File: src/rtl/mem_arb_pkg.sv
// Shared types and default widths for the two-requester data-memory arbiter.
package mem_arb_pkg;

    typedef enum logic [1:0] {
        IDLE = 2'd0,
        XFER = 2'd1,
        DONE = 2'd2
    } state_t;

    typedef enum logic {
        OWN_CPU = 1'b0,
        OWN_DMA = 1'b1
    } owner_t;

    localparam int unsigned DEF_DATA_W = 64;
    localparam int unsigned DEF_ADDR_W = 64;

endpackage

File: src/rtl/arb_timeout_counter.sv
// Wait-state counter for one memory transfer; expired flags the last allowed XFER cycle.
module arb_timeout_counter #(
    parameter int unsigned TIMEOUT = 255
) (
    input  logic clock,
    input  logic reset,
    input  logic clear,
    input  logic enable,
    output logic expired
);

    localparam int unsigned W = $clog2(TIMEOUT + 1);
    localparam logic [W-1:0] LIMIT = W'(TIMEOUT - 1);

    logic [W-1:0] count;

    // count holds the number of XFER cycles already completed, so the
    // TIMEOUT-th cycle is the one where count equals TIMEOUT-1
    always_ff @(posedge clock or negedge reset) begin
        if (!reset) begin
            count <= '0;
        end else if (clear) begin
            count <= '0;
        end else if (enable && count != LIMIT) begin
            count <= count + 1'b1;
        end
    end

    assign expired = enable && (count == LIMIT);

endmodule

File: src/rtl/mem_bus_arbiter.sv
// Round-robin arbiter sharing the data-memory port between the CPU and a DMA reader,
// with registered strobes, per-requester ack pulses and a wait-state timeout.
module mem_bus_arbiter
    import mem_arb_pkg::*;
#(
    parameter int unsigned DATA_W  = DEF_DATA_W,
    parameter int unsigned ADDR_W  = DEF_ADDR_W,
    parameter int unsigned TIMEOUT = 255
) (
    input  logic              clock,
    input  logic              reset,
    input  logic              cpu_req,
    input  logic              cpu_we,
    input  logic [ADDR_W-1:0] cpu_addr,
    input  logic [DATA_W-1:0] cpu_wdata,
    output logic [DATA_W-1:0] cpu_rdata,
    output logic              cpu_ack,
    input  logic              dma_req,
    input  logic              dma_we,
    input  logic [ADDR_W-1:0] dma_addr,
    input  logic [DATA_W-1:0] dma_wdata,
    output logic [DATA_W-1:0] dma_rdata,
    output logic              dma_ack,
    output logic              mem_read,
    output logic              mem_write,
    output logic [ADDR_W-1:0] mem_addr,
    output logic [DATA_W-1:0] mem_wdata,
    input  logic [DATA_W-1:0] mem_rdata,
    input  logic              mem_ready,
    output logic              bus_err
);

    state_t state;
    owner_t owner;
    owner_t last_owner;
    owner_t winner;
    logic   we_r;
    logic   expired;
    logic   finish;

    // on a tie the requester that did not own the bus last time wins
    always_comb begin
        winner = OWN_DMA;
        if (cpu_req && (!dma_req || last_owner == OWN_DMA)) begin
            winner = OWN_CPU;
        end
    end

    assign finish = mem_ready || expired;

    arb_timeout_counter #(
        .TIMEOUT (TIMEOUT)
    ) u_timeout (
        .clock   (clock),
        .reset   (reset),
        .clear   (state == IDLE),
        .enable  (state == XFER),
        .expired (expired)
    );

    always_ff @(posedge clock or negedge reset) begin
        if (!reset) begin
            state      <= IDLE;
            owner      <= OWN_CPU;
            last_owner <= OWN_DMA;
            we_r       <= 1'b0;
            mem_read   <= 1'b0;
            mem_write  <= 1'b0;
            mem_addr   <= '0;
            mem_wdata  <= '0;
            cpu_rdata  <= '0;
            dma_rdata  <= '0;
            cpu_ack    <= 1'b0;
            dma_ack    <= 1'b0;
            bus_err    <= 1'b0;
        end else begin
            case (state)
                IDLE: begin
                    cpu_ack <= 1'b0;
                    dma_ack <= 1'b0;
                    bus_err <= 1'b0;
                    if (cpu_req || dma_req) begin
                        owner      <= winner;
                        last_owner <= winner;
                        state      <= XFER;
                        if (winner == OWN_CPU) begin
                            we_r      <= cpu_we;
                            mem_read  <= ~cpu_we;
                            mem_write <= cpu_we;
                            mem_addr  <= cpu_addr;
                            mem_wdata <= cpu_wdata;
                        end else begin
                            we_r      <= dma_we;
                            mem_read  <= ~dma_we;
                            mem_write <= dma_we;
                            mem_addr  <= dma_addr;
                            mem_wdata <= dma_wdata;
                        end
                    end
                end
                // completion takes priority over a timeout hitting on the same cycle
                XFER: begin
                    if (finish) begin
                        mem_read  <= 1'b0;
                        mem_write <= 1'b0;
                        bus_err   <= ~mem_ready;
                        state     <= DONE;
                        if (owner == OWN_CPU) begin
                            cpu_ack <= 1'b1;
                            if (!mem_ready) begin
                                cpu_rdata <= '0;
                            end else if (!we_r) begin
                                cpu_rdata <= mem_rdata;
                            end
                        end else begin
                            dma_ack <= 1'b1;
                            if (!mem_ready) begin
                                dma_rdata <= '0;
                            end else if (!we_r) begin
                                dma_rdata <= mem_rdata;
                            end
                        end
                    end
                end
                DONE: begin
                    cpu_ack <= 1'b0;
                    dma_ack <= 1'b0;
                    bus_err <= 1'b0;
                    state   <= IDLE;
                end
                default: begin
                    state <= IDLE;
                end
            endcase
        end
    end

endmodule

File: config.mk
export PLATFORM = sky130hd
export DESIGN_NAME = mem_bus_arbiter
export DESIGN_NICKNAME = d
export VERILOG_FILES = /design/src/rtl/mem_arb_pkg.sv /design/src/rtl/arb_timeout_counter.sv /design/src/rtl/mem_bus_arbiter.sv
export SDC_FILE = /design/constraint.sdc
export NUM_CORES = 1
export LEC_CHECK = 0
export CAP_MARGIN = 25
export CORE_AREA = 2 2 231 233
export CTS_CLUSTER_SIZE = 40
export DETAILED_ROUTE_END_ITERATION = 10
export DIE_AREA = 0 0 233 235
export PLACE_DENSITY_LB_ADDON = 0.25
export SYNTH_ARGS = -nofsm -noshare
export SYNTH_HDL_FRONTEND = slang
export SYNTH_SLANG_ARGS = --single-unit
File: constraint.sdc
create_clock -name clock -period 1.7 [get_ports clock]
set_input_delay 0.34 -clock clock [delete_from_list [all_inputs] [get_ports clock]]
set_output_delay 0.34 -clock clock [all_outputs]
set_load 0.02 [all_outputs]
## After elaboration in Yosys (flattened, before gate mapping)

Index checks and enable logic that the tools add are counted.

| storage, ports and cells | value |
|---|---|
| output and inout port bits | 261 |
| word-level logic and storage cells | 73 |
| register bits after elaboration | 274 |
| bits of input ports | 327 |

| operators by class | value |
|---|---|
| reductions and logical operators | 20 |
| bitwise logic cells | 4 |
| eq/ne operators | 9 |
| add/sub/neg operators | 1 |
| mux-type cells | 25 |

Operators by type and width:

| operator | count |
|---|---|
| $mux 64 | 4 |
| $mux 8 | 2 |
| $mux 1 | 11 |
| $ne 2x2->1 const B | 5 |
| $pmux 1 s2 | 5 |
| $reduce_and 3->1 | 3 |
| $add 8x1->8 const B | 1 |
| $eq 8x8->1 const B | 1 |
| $ne 8x8->1 const B | 1 |
| $reduce_and 4->1 | 2 |
| $reduce_and 2->1 | 3 |
| $reduce_bool 2->1 | 3 |
| $mux 2 | 2 |
| $not 1->1 | 4 |
| $pmux 2 s2 | 1 |
| $logic_and 1x1->1 | 3 |
| $logic_or 1x1->1 | 3 |
| $eq 2x1->1 const B | 1 |
| $eq 2x2->1 const B | 1 |
| $logic_not 2->1 | 1 |
| $reduce_or 2->1 | 1 |
| $logic_not 1->1 | 1 |

## Longest topological paths before layout

| depth | value |
|---|---|
| depth after elaboration | 6 |
| gate-level depth with buffers | 7 |
| gate-level depth less buffers | 6 |

## By module

A second synthesis with hierarchy kept.

| second synthesis, totals | value |
|---|---|
| cells, all modules | 1179 |
| area total of the unflattened synthesis | 12585.8 µm² |

Modules (own cells, without submodules):

| module | area an instance (µm²) | seq. area each (µm²) | instances | cells an instance |
|---|---|---|---|---|
| mem_bus_arbiter | 12032.8 | 6657.6 | 1 | 1125 |
| arb_timeout_counter | 553.0 | 200.2 | 1 | 54 |

## Least setup slack after synthesis

OpenSTA, ideal clock, no wires.

| timing path | value |
|---|---|
| path kind | register to register |
| from | register u_timeout.count[0] |
| to | register cpu_rdata[0] |
| setup slack | 86 ps |
| path buffers | 1 |
| cell stages (with the launch flop) | 8 |
| data arrival time | 1492 ps |
| required time | 1578 ps |
| clock period less this slack | 1614 ps |
| setup time | 122 ps |
| cells stage by stage | dfrtp_1 inv_1 ha_1 nand4_4 o21ai_4 nand2_4 buf_6 a32o_1 |

| between the ends | value |
|---|---|
| longest elaborated chain between the ends | 4 |

RTL lines:

| what | line | source |
|---|---|---|
| start, declared | arb_timeout_counter.sv:15 | `logic [W-1:0] count;` |
| start signal, assigned | arb_timeout_counter.sv:25 | `count <= count + 1'b1;` |
| $eq 8x8->1 | arb_timeout_counter.sv:29 | `assign expired = enable && (count == LIMIT);` |
| $logic_and 1x1->1 | arb_timeout_counter.sv:29 |  |
| $logic_or 1x1->1 | mem_bus_arbiter.sv:49 | `assign finish = mem_ready \|\| expired;` |
| $reduce_and 4->1 (no source line) | n/a |  |
| end signal, assigned | mem_bus_arbiter.sv:113 | `cpu_rdata <= mem_rdata;` |
| end, declared | mem_bus_arbiter.sv:16 | `output logic [DATA_W-1:0] cpu_rdata,` |

No other way between the ends.
A chain may end at the register's enable or synchronous reset.

## Final worst setup path

| timing path | value |
|---|---|
| from | register mem_wdata[49] |
| to | output mem_wdata[49] |

RTL lines:

| what | line | source |
|---|---|---|
| start, declared | mem_bus_arbiter.sv:27 | `output logic [DATA_W-1:0] mem_wdata,` |
| start signal, assigned | mem_bus_arbiter.sv:91 | `mem_wdata <= cpu_wdata;` |
| start signal, assigned | mem_bus_arbiter.sv:97 | `mem_wdata <= dma_wdata;` |

No word-level cell between the ends.

==> reports/results.md <==
## Outcome
• outcome: finished clean

## Logic synthesis
• cell types occupying the most area after synthesis: sky130_fd_sc_hd__dfrtp_1 59%, sky130_fd_sc_hd__a32o_1 11%, sky130_fd_sc_hd__mux2i_1 11%, sky130_fd_sc_hd__o21ai_1 4.3%, sky130_fd_sc_hd__nand2_1 4.2%
• proportion of register bits with asynchronous set or reset after synthesis: 100%
• syn nets: 1,269
• sequential element share of the synthesized area: 59.2%
• flops & latches, synth: 274
• synthesized cell area: 11,600 sq um
• area fraction of the dominant cell type after synthesis: 58.9%
• yosys synthesis warning count: 0
• top cell type by total area after synthesis: sky130_fd_sc_hd__dfrtp_1
• number of synthesized flops with an enable pin: 0
• flip-flop cell with the highest count after synthesis: sky130_fd_sc_hd__dfrtp_1
• number of instances in the synthesized netlist: 940
• synth cell count leaders: 273 x sky130_fd_sc_hd__dfrtp_1, 131 x sky130_fd_sc_hd__nand2_1, 130 x sky130_fd_sc_hd__a32o_1
• Post-Synthesis Mean Instance Area: 12.3 sq um
• number of distinct library cell variants in the gate-level netlist after synthesis: 44
• most frequent cell after synthesis: sky130_fd_sc_hd__dfrtp_1

## Global route
• pin count of the biggest net entering global routing: 129
• global-route total usage across every layer: 15.8%
• via count of the first global-routing pass: 10,600
• wire length of the first global-routing pass: 66,100 microns
• overall overflow remaining after global route: 0
• number of antenna violations at the first check in global routing: 3

## STA
• Final min period: 1.65 ns
• Final Hold Viols: 0
• unrepaired setup endpoints after global routing: true
• Slew Viols, Final: 0
• Max transition margin: 59.2%
• FMAX: 607 MHz
• part of the cycle the worst path needs: 96.9%
• setup TNS: 0 ns
• post-route setup slack: 0.0522 ns
• actual slew at the worst max-slew pin: 0.612 ns
• clock tree skew after final layout: 0.0178 ns
• final setup vio count: 0

## Worst setup path
• Crit Path Max Fanout: 2
• top cell family by delay on the critical path: buffers and inverters
• slowest library cell on the worst path: sky130_fd_sc_hd__dlygate4sd2_1
• delay contributed by the slowest stage of the critical path: 0.42 ns
• kind of launch point of the worst setup path: register
• worst path required time: 1.36 ns
• data arrival time of the critical path: 1.31 ns
• Setup crit end kind: output pin
• ordered cell list for the critical path: dlygate4sd2_1
• Crit path buffers/inverters: 1
• worst setup path category: reg -> out

## Route
• vias after detailed routing: 9,977
• DRC violation count after routing: 0
• Detailed Route WL: 44,300 microns
• remaining number of nets flagged by the antenna check after routing: 0
• number of iterations in the first detailed-routing pass: 4
• vias per std cell: 4.42
• final routed wire length divided by cell count: 19.6 microns
• Detailed Route Iter0 Violations: 498

## Clocking
• maximum buffer depth of the clock tree: 3
• clock buffers created by TritonCTS: 34
• number of sinks handled by clock tree synthesis: 274
• clk_lat worst skew: 0.52 ns
• cell at the root of the clock tree: sky130_fd_sc_hd__clkbuf_16
• clock tree from TritonCTS: yes
• # H-tree levels: 2
• clock edge transition at the registers on the reported setup and hold paths: 0.06 ns

## Floorplanning
• ports placed on the boundary: 588
• total die area: 54,800 sq um
• Initial Util: 22.2%
• die width: 233 microns
• number of placement rows: 84
• Die Ht: 235 microns
• placeable core region: 52,200 sq um

## Run
• Max-cap violations: 0

## Power
• Power per Cell Area: 1760 nW/um^2
• worst voltage drop across the vdd grid: 0.556 mV
• static power due to leakage: 9.04 nW

## Placed design
• global placement routability congestion: 0.854
• HPWL after detailed placement: 34,200 microns
• worst setup slack after placement: -0.353 ns
• port buffer count: 587

## Hold path
• worst hold-check path type: in -> reg

## Layout
• signed area change from the synthesized netlist to the final layout: 67.1%
• total inserted antenna cells: 0
• layout cell share with drive strength beyond 1: 9.87%
• net count reported at finish: 1,876

## what timing repair did
action | CTS | global route
endpoints found under the setup margin | 263 | 96
endpoints found under the hold margin | 25 | 0
hold buffers | 1 | 0
gates resized for setup | 274 | 8
buffers inserted | 0 | 0
pin swaps | 2 | 0
## flip-flops by register name, summed over array words and instances (netlist names)
register,count
dma_ack,1
cpu_ack,1
bus_err,1
owner,1
mem_wdata,64
dma_rdata,64
mem_read,1
mem_addr,64
cpu_rdata,64
state,2
u_timeout.count,8
mem_write,1
we_r,1
last_owner,1
## metrics by stage
stage | power [mW] | hold slack, ns | area [sq um] | cells | util, %
final | 34.2 | 0.309 | 19400 | 2259 | 37.1
after global routing | 36.3 | 0.291 | 19400 | 2259 | 37.1
after CTS | 34.8 | 0.273 | 19400 | 2259 | 37.1
after detailed placement | 29.5 | 0.267 | 18500 | 2198 | 35.5
after global placement | 29.4 | 0.266 | 18500 | 2198 | 35.5
after floorplan | 19.9 | 0.0444 | 11600 | 940 | -
## placed cells by master, fill, tap and decap left out, types with 29 or more instances in the layout
master                            count
sky130_fd_sc_hd__clkdlybuf4s50_1    324
sky130_fd_sc_hd__dfrtp_1            273
sky130_fd_sc_hd__dlygate4sd2_1      237
sky130_fd_sc_hd__nand2_1            131
sky130_fd_sc_hd__a32o_1             130
sky130_fd_sc_hd__mux2i_1            129
sky130_fd_sc_hd__o21ai_1            100
sky130_fd_sc_hd__buf_4               56
sky130_fd_sc_hd__clkbuf_16           35
sky130_fd_sc_hd__o21ai_0             29
## where the power goes
part / total (mW) / switching (mW) / leakage (nW) / internal [mW]
Sequential: 11.2 / 1.67 / 3.41 / 9.55
Combinational: 15.8 / 9.20 / 5.09 / 6.56
Clock: 7.17 / 2.84 / 0.546 / 4.33
## path summary, 6_finish.rpt
| kind | slack [ns] | to | depth (start not counted) | start |
|---|---|---|---|---|
| max reg2reg | 0.07 | dma_rdata[1]$_DFFE_PN0P_ | 7 | u_timeout.count[0]$_DFFE_PN0P_ |
| min in group asynchronous | 0.33 | dma_rdata[16]$_DFFE_PN0P_ | 2 | reset |
| max | 0.05 | mem_wdata[49] | 1 | mem_wdata[49]$_DFFE_PN0P_ |
| max in group asynchronous | 0.72 | cpu_rdata[39]$_DFFE_PN0P_ | 3 | reset |
| min | 0.31 | state[1]$_DFFE_PN0P_ | 4 | mem_ready |
| min reg2reg | 0.47 | mem_wdata[11]$_DFFE_PN0P_ | 2 | mem_wdata[11]$_DFFE_PN0P_ |
## area by class of cell
| type | instances | area [sq um] |
|---|---|---|
| Tap cell | 688 | 861 |
| Inverter | 7 | 26.3 |
| Clock inverter | 10 | 91.3 |
| Fill cell | 5228 | 32900 |
| Multi-Input combinational cell | 574 | 4190 |
| Sequential cell | 274 | 6860 |
| Timing Repair Buffer | 656 | 6320 |
| Clock buffer | 50 | 1020 |
## tightest hold or removal path, stage by stage
cell                      delay [ns]
sky130_fd_sc_hd__buf_4          0.14
sky130_fd_sc_hd__inv_1          0.11
sky130_fd_sc_hd__buf_4          0.14
sky130_fd_sc_hd__a21oi_4        0.06
## logic make-up after synthesis
logic type,share of synthesized area [%]
AOI/OAI and AO/OA,18.4
DFF,59.2
and+or+nand+nor,6.05
muxes,11.1
buffers and inverters,4.98
adders and majority gates,0.216
## layer usage
metal | vias up | share of wire (%) | wire, microns | track usage (%)
met5 | - | 0.077 | 34 | 0
met2 | 422 | 50 | 22200 | 27.9
met4 | 6 | 2.3 | 1030 | 4.38
met1 | 4770 | 39 | 17300 | 18.3
met3 | 65 | 8.5 | 3770 | 5.02
li1 | 4714 | - | - | -
(Power assumes the default switching activity.)
